$ cat src/rtl/ti_share_encoder.sv
// ti_share_encoder: masking front end for the TI S-box datapath.
// Each accepted nibble is split into SHARES Boolean shares. Shares 1..SHARES-1
// are taken from a seeded 32-bit LFSR, and share 0 absorbs the nibble, so the
// XOR of all shares always equals the input. A small FSM owns seeding and
// warm-up. There is one output register stage with a valid/ready handshake.
module ti_share_encoder #(
  parameter int SHARES        = 3,
  parameter int WARMUP_CYCLES = 4
) (
  input  logic                  clk,
  input  logic                  rst,
  input  logic                  seed_load,
  input  logic [31:0]           seed,
  input  logic                  in_valid,
  output logic                  in_ready,
  input  logic [3:0]            in_data,
  output logic                  out_valid,
  input  logic                  out_ready,
  output logic [4*SHARES-1:0]   out_shares,
  output logic                  seeded,
  output logic [15:0]           acc_cnt
);

  localparam int WCW = (WARMUP_CYCLES < 2) ? 1 : $clog2(WARMUP_CYCLES + 1);
  localparam logic [WCW-1:0] WLOAD = WCW'(WARMUP_CYCLES);

  localparam logic [1:0] UNSEEDED = 2'd0;
  localparam logic [1:0] WARMUP   = 2'd1;
  localparam logic [1:0] RUN      = 2'd2;

  logic [1:0]          state_q, state_d;
  logic [31:0]         lfsr_q, lfsr_d;
  logic [WCW-1:0]      wcnt_q, wcnt_d;
  logic                ov_q, ov_d;
  logic [4*SHARES-1:0] shares_q, shares_d;
  logic [15:0]         acc_q, acc_d;

  logic [4*SHARES-1:0] shares_new;
  logic                accept;

  function automatic logic [31:0] lfsr_step(input logic [31:0] v);
    return {v[30:0], v[31] ^ v[21] ^ v[1] ^ v[0]};
  endfunction

  // A seed_load or reset cycle never accepts input, so in_ready is masked by both.
  assign in_ready = (state_q == RUN) & (~ov_q | out_ready) & ~seed_load & ~rst;
  assign accept   = in_valid & in_ready;

  // Build the share word from the pre-step LFSR value; share 0 folds in the nibble.
  always_comb begin
    logic [3:0] mask_x;
    mask_x     = '0;
    shares_new = '0;
    for (int i = 1; i < SHARES; i++) begin
      shares_new[4*i +: 4] = lfsr_q[4*(i-1) +: 4];
      mask_x               = mask_x ^ lfsr_q[4*(i-1) +: 4];
    end
    shares_new[3:0] = in_data ^ mask_x;
  end

  // Next-state logic: seed_load preempts the FSM. In RUN the LFSR only steps on accept.
  always_comb begin
    state_d  = state_q;
    lfsr_d   = lfsr_q;
    wcnt_d   = wcnt_q;
    ov_d     = ov_q;
    shares_d = shares_q;
    acc_d    = acc_q;
    if (seed_load) begin
      lfsr_d  = (seed == '0) ? 32'h0000_0001 : seed;
      wcnt_d  = WLOAD;
      ov_d    = 1'b0;
      state_d = (WARMUP_CYCLES == 0) ? RUN : WARMUP;
    end else begin
      case (state_q)
        UNSEEDED: ;
        WARMUP: begin
          lfsr_d = lfsr_step(lfsr_q);
          if (wcnt_q <= WCW'(1)) begin
            wcnt_d  = '0;
            state_d = RUN;
          end else begin
            wcnt_d = wcnt_q - WCW'(1);
          end
        end
        RUN: begin
          if (accept) begin
            shares_d = shares_new;
            ov_d     = 1'b1;
            lfsr_d   = lfsr_step(lfsr_q);
            acc_d    = acc_q + 16'd1;
          end else if (out_ready) begin
            ov_d = 1'b0;
          end
        end
        default: state_d = UNSEEDED;
      endcase
    end
  end

  // State registers with synchronous reset.
  always_ff @(posedge clk) begin
    if (rst) begin
      state_q  <= UNSEEDED;
      lfsr_q   <= '0;
      wcnt_q   <= '0;
      ov_q     <= 1'b0;
      shares_q <= '0;
      acc_q    <= '0;
    end else begin
      state_q  <= state_d;
      lfsr_q   <= lfsr_d;
      wcnt_q   <= wcnt_d;
      ov_q     <= ov_d;
      shares_q <= shares_d;
      acc_q    <= acc_d;
    end
  end

  assign out_valid  = ov_q;
  assign out_shares = shares_q;
  assign seeded     = (state_q == RUN);
  assign acc_cnt    = acc_q;

endmodule

$ cat config.mk
export PLATFORM = sky130hd
export DESIGN_NAME = ti_share_encoder
export DESIGN_NICKNAME = d
export VERILOG_FILES = /design/src/rtl/ti_share_encoder.sv
export SDC_FILE = /design/constraint.sdc
export NUM_CORES = 1
export LEC_CHECK = 0
export ABC_AREA = 1
export BUFFER_PORTS_ARGS = -buffer_cell sky130_fd_sc_hd__clkbuf_2
export CELL_PAD_IN_SITES_DETAIL_PLACEMENT = 1
export CELL_PAD_IN_SITES_GLOBAL_PLACEMENT = 2
export CORE_MARGIN = 10
export CORE_UTILIZATION = 29
export CTS_CLUSTER_SIZE = 8
export DETAILED_ROUTE_END_ITERATION = 16
export PLACE_DENSITY = 0.87
export SYNTH_ARGS = -nofsm -noshare
export SYNTH_HDL_FRONTEND = slang
export SYNTH_SLANG_ARGS = --single-unit
$ cat constraint.sdc
create_clock -name clk -period 1.75 [get_ports clk]
set_clock_uncertainty 0.15 [all_clocks]
set_input_delay 0.35 -clock clk [delete_from_list [all_inputs] [get_ports clk]]
set_output_delay 0.35 -clock clk [all_outputs]
set_load 0.005 [all_outputs]
==> reports/qor.yml, run 1 <==
timing:
  setup_viol: 0
  final-hold-violation-count: 0
  worst_pin_slew_ns: 0.4698
  layout_min_cycle_time_ns: 1.667
  fmax_mhz: 600.1
  min_period_over_period_pct: 95.23
  slew_headroom_pct: 68.68
  slew_violations: 0
power:
  clockPowerShare_pct: 38.4
  combPwrFrac_pct: 11.0
  p_sw_share_pct: 25.07
  seq_power_share_pct: 50.6
  pwr_density_cell_nw_per_um2: 843.9
  ir_worst_vdd_mv: 0.3080
  p_int_mw: 2.409
  switchingPower_uw: 805.9
  total_power_mw: 3.215
  leakage_nw: 1.568
cts:
  cts_tree: "built"
  clock_sinks: 66
  insertion_delay_ns: 0.34
  cts-htree-levels: 3
  cts_root_buffer: "clkbuf_8"
  clk_pin_slew_ns: 0.07
  cts.hold.buffers_added: 0
  cts_made_buffers: 9
  cts_max_path_buffers: 2
critical_path:
  arrival_ns: 1.17
  worstSetupPathType: "flop to output pin"
  cp.required_ns: 1.25
  worst_setup_path_start_kind: "flop"
  path_max_fanout: 3
  end_kind: "output pin"
cells_and_area:
  fin_cells: 637
  antenna_cells: 0
  post-route-util_pct: 37.07
  area_growth_pct: 25.52
  layout_commonest_cell: "nand2_1"
  final_cell_mix: "nand2_1 (102), clkbuf_2 (70), nor2_1 (65), dfxtp_1 (64), a31oi_1 (31)"
  fillerInstances: 1330
  nNetsFinal: 541
  ff_latch_area_um2: 1324
  multi_input_area_um2: 1511
  drive_above_1_share_pct: 23.55
global_route:
  overflow: 0
  grt_antenna_before_repair: 0
  grt_max_degree: 50
  grt_first_pass_wirelength_um: 14680
  grt.total_usage_pct: 12.00
  grt_pass1_vias: 3150
die:
  die_y_um: 122.3
  die_x_um: 122.3
  start_util_pct: 29.53
  io_pins: 72
  core_um2: 10280
  dieArea_um2: 14960
  core.rowCount: 37
yosys:
  syn_area_per_cell_um2: 7.227
  synth_seq_cells: 66
  yosys.area.top_type_share_pct: 43.53
  synth.cell_area_um2: 3035
  yosysSeqAreaShare_pct: 43.53
  synth.distinct_cells: 28
  syn_inst: 420
  synthTopCellsByArea: "dfxtp_1 (44%), nand2_1 (13%), nor2_1 (8.2%), a31oi_1 (6.4%), o21ai_1 (4.6%)"
  synth_top_cell_by_area: "dfxtp_1"
  syn-num-nets: 464
  ys.warnings.count: 0
placed_design:
  dp_cells: 619
  gp_congestion: 0.8196
  hpwlAfterDp_um: 6586
  place.port_buffers: 71
hold_path:
  min_path_type: "primary input to flop"
route:
  post-route-drc-count: 0
  ant_nets: 0
  num_vias: 2968
  drtPass1Iterations: 4
  avgRoutedWirePerCell_um: 13.85
  viasPerCell: 4.659
  dr.first_iter.drc_count: 142
  wl_um: 8820
status:
  outcome: "finished, final reports clean"
flow_run:
  maxCapViolCount: 0
cell usage after synthesis, drive strengths merged:
library cell and n:
nand2 106, nor3 7, nor2 69, a211oi 6, inv 24, clkbuf 12, buf 10, a31oi 31
dfxtp 66, o21bai 1, nand3b 1, a21oi 12, ha 3, o22ai 1, xor2 5, xnor2 7
nand4 1, o21ai 49, nand3 9
metrics by stage:
step                hold WS [ns]  setup TNS [ns]  area (um2)  setup WS [ns]
floorplan                 0.2785               0        3035         0.1924
global placement          0.2990               0        3578        0.07066
detailed placement        0.3103        -0.01687        3578       -0.01687
CTS                       0.1056               0        3769        0.01037
global route              0.1180         -0.1502        3810       -0.03209
finish                    0.1243               0        3810        0.08348
critical path, stage by stage, from the launching register on:
cell     delay (ns)
dfxtp_1        0.38
nand2_2        0.10
nor2_4         0.15
nand2_2        0.06
inv_2          0.06
buf_6          0.09
registers in the layout, summed over array words and instances, names as in the netlist:
signal,cells
lfsr_q,32
acc_cnt,16
out_shares,12
wcnt_q,3
state_q,2
out_valid,1
path summary, 6_finish.rpt:
check | startpoint | to | slack (ns) | cells after the start
worst min register to register | acc_cnt[4] | acc_cnt[4] | 0.32 | 2
worst max-delay path | state_q[1] | in_ready | 0.08 | 5
worst max register to register | state_q[1] | out_shares[0] | 0.11 | 7
worst min-delay path | seed[10] | lfsr_q[10] | 0.12 | 3
per-layer routing:
metal	vias to the layer above	global-route usage [%]	part of all wire, %
met5	-	0	0
li1	1547	-	-
met3	4	5.096	6.8
met1	1356	14.25	47
met2	61	19.89	46
met4	0	2.430	0.43
power by group through the flow:
| stage | registers (mW) | clock network [mW] | logic [mW] |
|---|---|---|---|
| floorplan | 1.64 | 0 | 0.238 |
| global placement | 1.66 | 0 | 0.347 |
| detailed placement | 1.66 | 0 | 0.357 |
| CTS | 1.63 | 1.28 | 0.358 |
| global route | 1.64 | 1.35 | 0.410 |
| finish | 1.63 | 1.24 | 0.353 |
final cells by class:
class	count	share of cell area, %
Multi-Input combinational cell	308	39.67
Sequential cell	66	34.75
Timing Repair Buffer	88	13.83
Tap cell	136	4.466
Clock buffer	12	3.810
Inverter	24	2.430
Clock inverter	3	1.051
logic make-up after synthesis:
kind of cell               synth area share (%)
and+or+nand+nor                           26.22
AOI/OAI and AO/OA                         18.38
DFF                                       43.53
buffers and inverters                     7.172
xor gates and xnor gates                  3.462
adders and majority gates                 1.237
repair_timing:
item,CTS,global route
gates resized for setup,1,11
pin swaps,1,2
setup buffers,0,3
endpoints found under the setup margin,2,22
(Power assumes the default switching activity.)
==> run 2: changes to the inputs <==
Settings changed: CORE_UTILIZATION 29 to 30, CTS_BUF_LIST set to sky130_fd_sc_hd__clkbuf_8, PLACE_DENSITY 0.87 to 0.9.
==> run 2 against run 1 <==
Compared with the run above:
- worst hold slack got worse by 0.015 ns
- sequential share of layout area decreased by 0.28 points
- non-clock buffer count increased by 3
- critical path type unchanged
- largest cell class unchanged
==> reports/qor.yml, run 2 (synthesis results as in run 1) <==
timing:
  slew_violations: 0
  setup_viol: 0
  worst_pin_slew_ns: 0.4597
  fmax_mhz: 597.5
  rsz0062_at_grt: "false"
  layout_min_cycle_time_ns: 1.674
  final-hold-violation-count: 0
  slew_headroom_pct: 69.35
  min_period_over_period_pct: 95.64
  setup_tns_ns: 0
power:
  leakage_nw: 1.604
  combPwrFrac_pct: 10.4
  p_sw_share_pct: 25.07
  switchingPower_uw: 845.0
  seq_power_share_pct: 48.2
  ir_worst_vdd_mv: 0.2852
  p_int_mw: 2.525
  pwr_density_cell_nw_per_um2: 878.2
  clockPowerShare_pct: 41.4
route:
  post-route-drc-count: 0
  avgRoutedWirePerCell_um: 14.11
  drtPass1Iterations: 4
  viasPerCell: 4.719
  wl_um: 9003
  num_vias: 3011
  dr.first_iter.drc_count: 108
  ant_nets: 0
die:
  die_y_um: 120.6
  core_um2: 9819
  io_pins: 72
  start_util_pct: 30.91
  dieArea_um2: 14540
  core.rowCount: 36
  die_x_um: 120.6
placed_design:
  hpwlAfterDp_um: 6732
  place.port_buffers: 71
  gp_congestion: 0.7940
  detailed_place.area_um2: 3585
flow_run:
  maxCapViolCount: 0
status:
  outcome: "finished, final reports clean"
cts:
  cts_made_buffers: 9
  cts_max_path_buffers: 2
  cts.hold.buffers_added: 0
  clk_pin_slew_ns: 0.07
  cts_root_buffer: "clkbuf_8"
  cts_tree: "built"
  clock_sinks: 66
  cts-htree-levels: 3
  insertion_delay_ns: 0.35
global_route:
  grt.total_usage_pct: 12.40
  overflow: 0
  grt_first_pass_wirelength_um: 14850
  grt_max_degree: 50
  grt_antenna_before_repair: 0
  grt_pass1_vias: 3138
critical_path:
  end_kind: "output pin"
  worstSetupPathType: "flop to output pin"
  cp.required_ns: 1.25
  arrival_ns: 1.17
  path_max_fanout: 3
  worst_setup_path_start_kind: "flop"
cells_and_area:
  fillerInstances: 1281
  drive_above_1_share_pct: 23.76
  layout_commonest_cell: "nand2_1"
  area_growth_pct: 26.42
  final_cell_mix: "nand2_1 (103), clkbuf_2 (71), nor2_1 (65), dfxtp_1 (65), a31oi_1 (31)"
  stdcell_area_um2: 3837
  antenna_cells: 0
  nNetsFinal: 544
  largest_reg_flops: 32
  regMostFlops: "lfsr_q"
hold_path:
  min_path_type: "primary input to flop"
-- run 2: changes by cell type in the layout (fill, tap and decap cells not counted), sizes merged --
cell    before  now
buf         18   20
clkbuf      82   84
clkinv       2    0
inv         24   26
-- run 2: power groups by stage --
stage	Clock, mW	Sequential [mW]	Combinational [mW]
global route	1.50	1.63	0.400
finish	1.40	1.62	0.349
detailed placement	0	1.66	0.352
CTS	1.42	1.62	0.354
global placement	0	1.66	0.343
floorplan	0	1.64	0.238
-- run 2: worst max-delay path, cell delays in order, from the launching register on --
cell      delay, ns
dfxtp_1        0.38
nand2_2        0.09
nor2_4         0.11
nand2_1        0.08
inv_1          0.06
clkbuf_2       0.10
-- run 2: path summary, 6_finish.rpt --
kind / from / end / slack [ns] / cells after the start
worst max register to register: acc_cnt[0] / acc_cnt[11] / 0.09 / 8
worst min-delay path: seed[6] / lfsr_q[6] / 0.11 / 3
worst min register to register: acc_cnt[4] / acc_cnt[4] / 0.33 / 2
worst max-delay path: state_q[1] / in_ready / 0.08 / 5
-- run 2: per-stage QoR --
stage	setup WS [ns]	hold slack (ns)	cells	util [%]	power, mW
2_1_floorplan	0.1924	0.2785	420	-	1.881
3_3_place_gp	0.1107	0.3037	619	36.51	1.998
3_5_place_dp	0.03130	0.3259	619	36.51	2.010
4_1_cts	0.01962	0.09904	636	38.81	3.401
5_1_grt	0.005946	0.1162	638	39.08	3.533
6_report	0.07630	0.1092	638	39.08	3.370
-- run 2: layer usage --
metal  global-route usage, %  share of wire (%)  up-vias  wire length, um
met4                   5.279                1.7        0              157
li1                        -                  -     1550                -
met3                   3.397                5.7       13              509
met5                       0                  0        -                0
met2                   19.90                 46       67             4131
met1                   15.27                 47     1381             4205
-- run 2: layout make-up --
type / instances / area [um2] / area share [%]
clock inverters: 3 / 37.54 / 0.9782
flip-flops and latches: 66 / 1323 / 34.46
multi-input cells: 308 / 1509 / 39.32
inverters: 24 / 92.59 / 2.413
clock buffers: 13 / 178.9 / 4.663
well taps: 133 / 166.4 / 4.336
repair buffers: 91 / 530.5 / 13.82
-- run 2: repair_timing --
item                       in CTS  in global routing
pin swaps                       1                  1
buffers inserted                1                  2
setup endpoints to repair       1                  8
gates resized for setup         1                  6
==> run 3: changes to the inputs <==
Settings changed: CTS_BUF_LIST sky130_fd_sc_hd__clkbuf_8 to sky130_fd_sc_hd__clkbuf_4.
==> run 3 against run 2 <==
Compared with the run above:
- register-to-register slack better by 0.03 ns
- via count is 0.53% lower
- critical path depth is 1 higher
- worst hold slack worse by 0.072 ns
- highest routed layer unchanged
==> reports/qor.yml, run 3 (synthesis results as in run 1) <==
placed_design:
  gp_congestion: 0.7940
  post-place-ws_ns: 0.03130
  dp_cells: 619
  hpwlAfterDp_um: 6732
  place.port_buffers: 71
critical_path:
  cp.required_ns: 1.25
  worst_setup_path_start_kind: "flop"
  r2r_slack_ns: 0.12
  end_kind: "output pin"
  worstSetupPathType: "flop to output pin"
  path_max_fanout: 2
  arrival_ns: 1.19
route:
  dr.first_iter.drc_count: 90
  viasPerCell: 4.694
  num_vias: 2995
  drtPass1Iterations: 4
  post-route-drc-count: 0
  ant_nets: 0
  avgRoutedWirePerCell_um: 13.91
  wl_um: 8876
global_route:
  overflow: 0
  grt_first_pass_wirelength_um: 14810
  grt_pass1_vias: 3130
  grt.total_usage_pct: 12.31
  grt_max_degree: 50
  grt_antenna_before_repair: 0
power:
  ir_worst_vdd_mv: 0.2590
  leakage_nw: 1.565
  pwr_density_cell_nw_per_um2: 790.7
  total_power_mw: 2.966
die:
  start_util_pct: 30.91
  core_um2: 9819
  dieArea_um2: 14540
  die_x_um: 120.6
  core.rowCount: 36
  io_pins: 72
  die_y_um: 120.6
timing:
  layout_min_cycle_time_ns: 1.691
  min_period_over_period_pct: 96.61
  final-hold-violation-count: 0
  slew_violations: 0
  fmax_mhz: 591.5
  setup_tns_ns: 0
  setup_viol: 0
  worst_pin_slew_ns: 0.4589
  worst_slack_ns: 0.05927
  rsz0062_at_grt: "true"
  slew_headroom_pct: 69.41
cts:
  clock_sinks: 66
  insertion_delay_ns: 0.41
  clk_pin_slew_ns: 0.11
  cts_root_buffer: "clkbuf_4"
  cts_tree: "built"
  cts-htree-levels: 3
  cts_max_path_buffers: 2
  cts.hold.buffers_added: 0
  cts_made_buffers: 9
cells_and_area:
  layout_commonest_cell: "nand2_1"
  drive_above_1_share_pct: 23.56
  area_growth_pct: 23.58
  nNetsFinal: 544
  regMostFlops: "lfsr_q"
  largest_reg_flops: 32
  final_cell_mix: "nand2_1 (102), clkbuf_2 (71), nor2_1 (65), dfxtp_1 (63), a31oi_1 (31)"
  post-route-util_pct: 38.20
  fin_cells: 638
  antenna_cells: 0
status:
  outcome: "finished, final reports clean"
hold_path:
  min_path_type: "primary input to flop"
flow_run:
  maxCapViolCount: 0
## run 3: cell types whose count changed in the layout (fill, tap and decap cells not counted), sizes merged
cell and delta:
clkbuf -2, inv -2, clkinv +4
## run 3: final cells by class
cell class	instances	area (um2)
fill	1273	6068
multi-input combinational	308	1509
sequential	66	1325
timing repair buffer	91	530.5
tap	133	166.4
inverter	24	92.59
clock buffer	11	82.58
clock inverter	5	45.04
## run 3: power breakdown
group | total, mW | leakage [nW] | internal, mW | switching (mW)
clock | 0.988 | 0.0710 | 0.451 | 0.538
sequential | 1.63 | 0.541 | 1.57 | 0.0535
combinational | 0.352 | 0.953 | 0.150 | 0.202
## run 3: timing repair
action	4_1_cts	5_1_grt
pin swaps	1	0
resized for setup	5	5
cloned	0	0
endpoints found under the setup margin	1	16
buffers inserted	2	1
## run 3: stage by stage
| stage | cell area (um2) | hold slack, ns |
|---|---|---|
| after floorplan | 3035 | 0.2785 |
| after global placement | 3585 | 0.3037 |
| after detailed placement | 3585 | 0.3259 |
| after CTS | 3735 | 0.01387 |
| after global routing | 3751 | 0.02528 |
| final | 3751 | 0.03704 |
## run 3: path summary, 6_finish.rpt
path,depth (start not counted),endpoint,startpoint
setup / recovery,6,in_ready,state_q[0]
hold / removal,3,lfsr_q[6],seed[6]
setup reg to reg,9,lfsr_q[7],state_q[0]
hold reg to reg,2,acc_cnt[4],acc_cnt[4]
## run 3: routing by layer
layer,routed length [um],global-route usage [%],share of wire [%]
met2,4071,19.73,46
met4,144,4.148,1.6
met3,506,3.955,5.7
met5,0,0,0
met1,4153,15.24,47
## run 3: worst max-delay path, stage by stage, from the launching register on
cell and delay, ns:
dfxtp_2 0.34, inv_2 0.07, nand2_4 0.06, nor2_4 0.09, nand2_2 0.06, inv_1 0.05
clkbuf_2 0.10
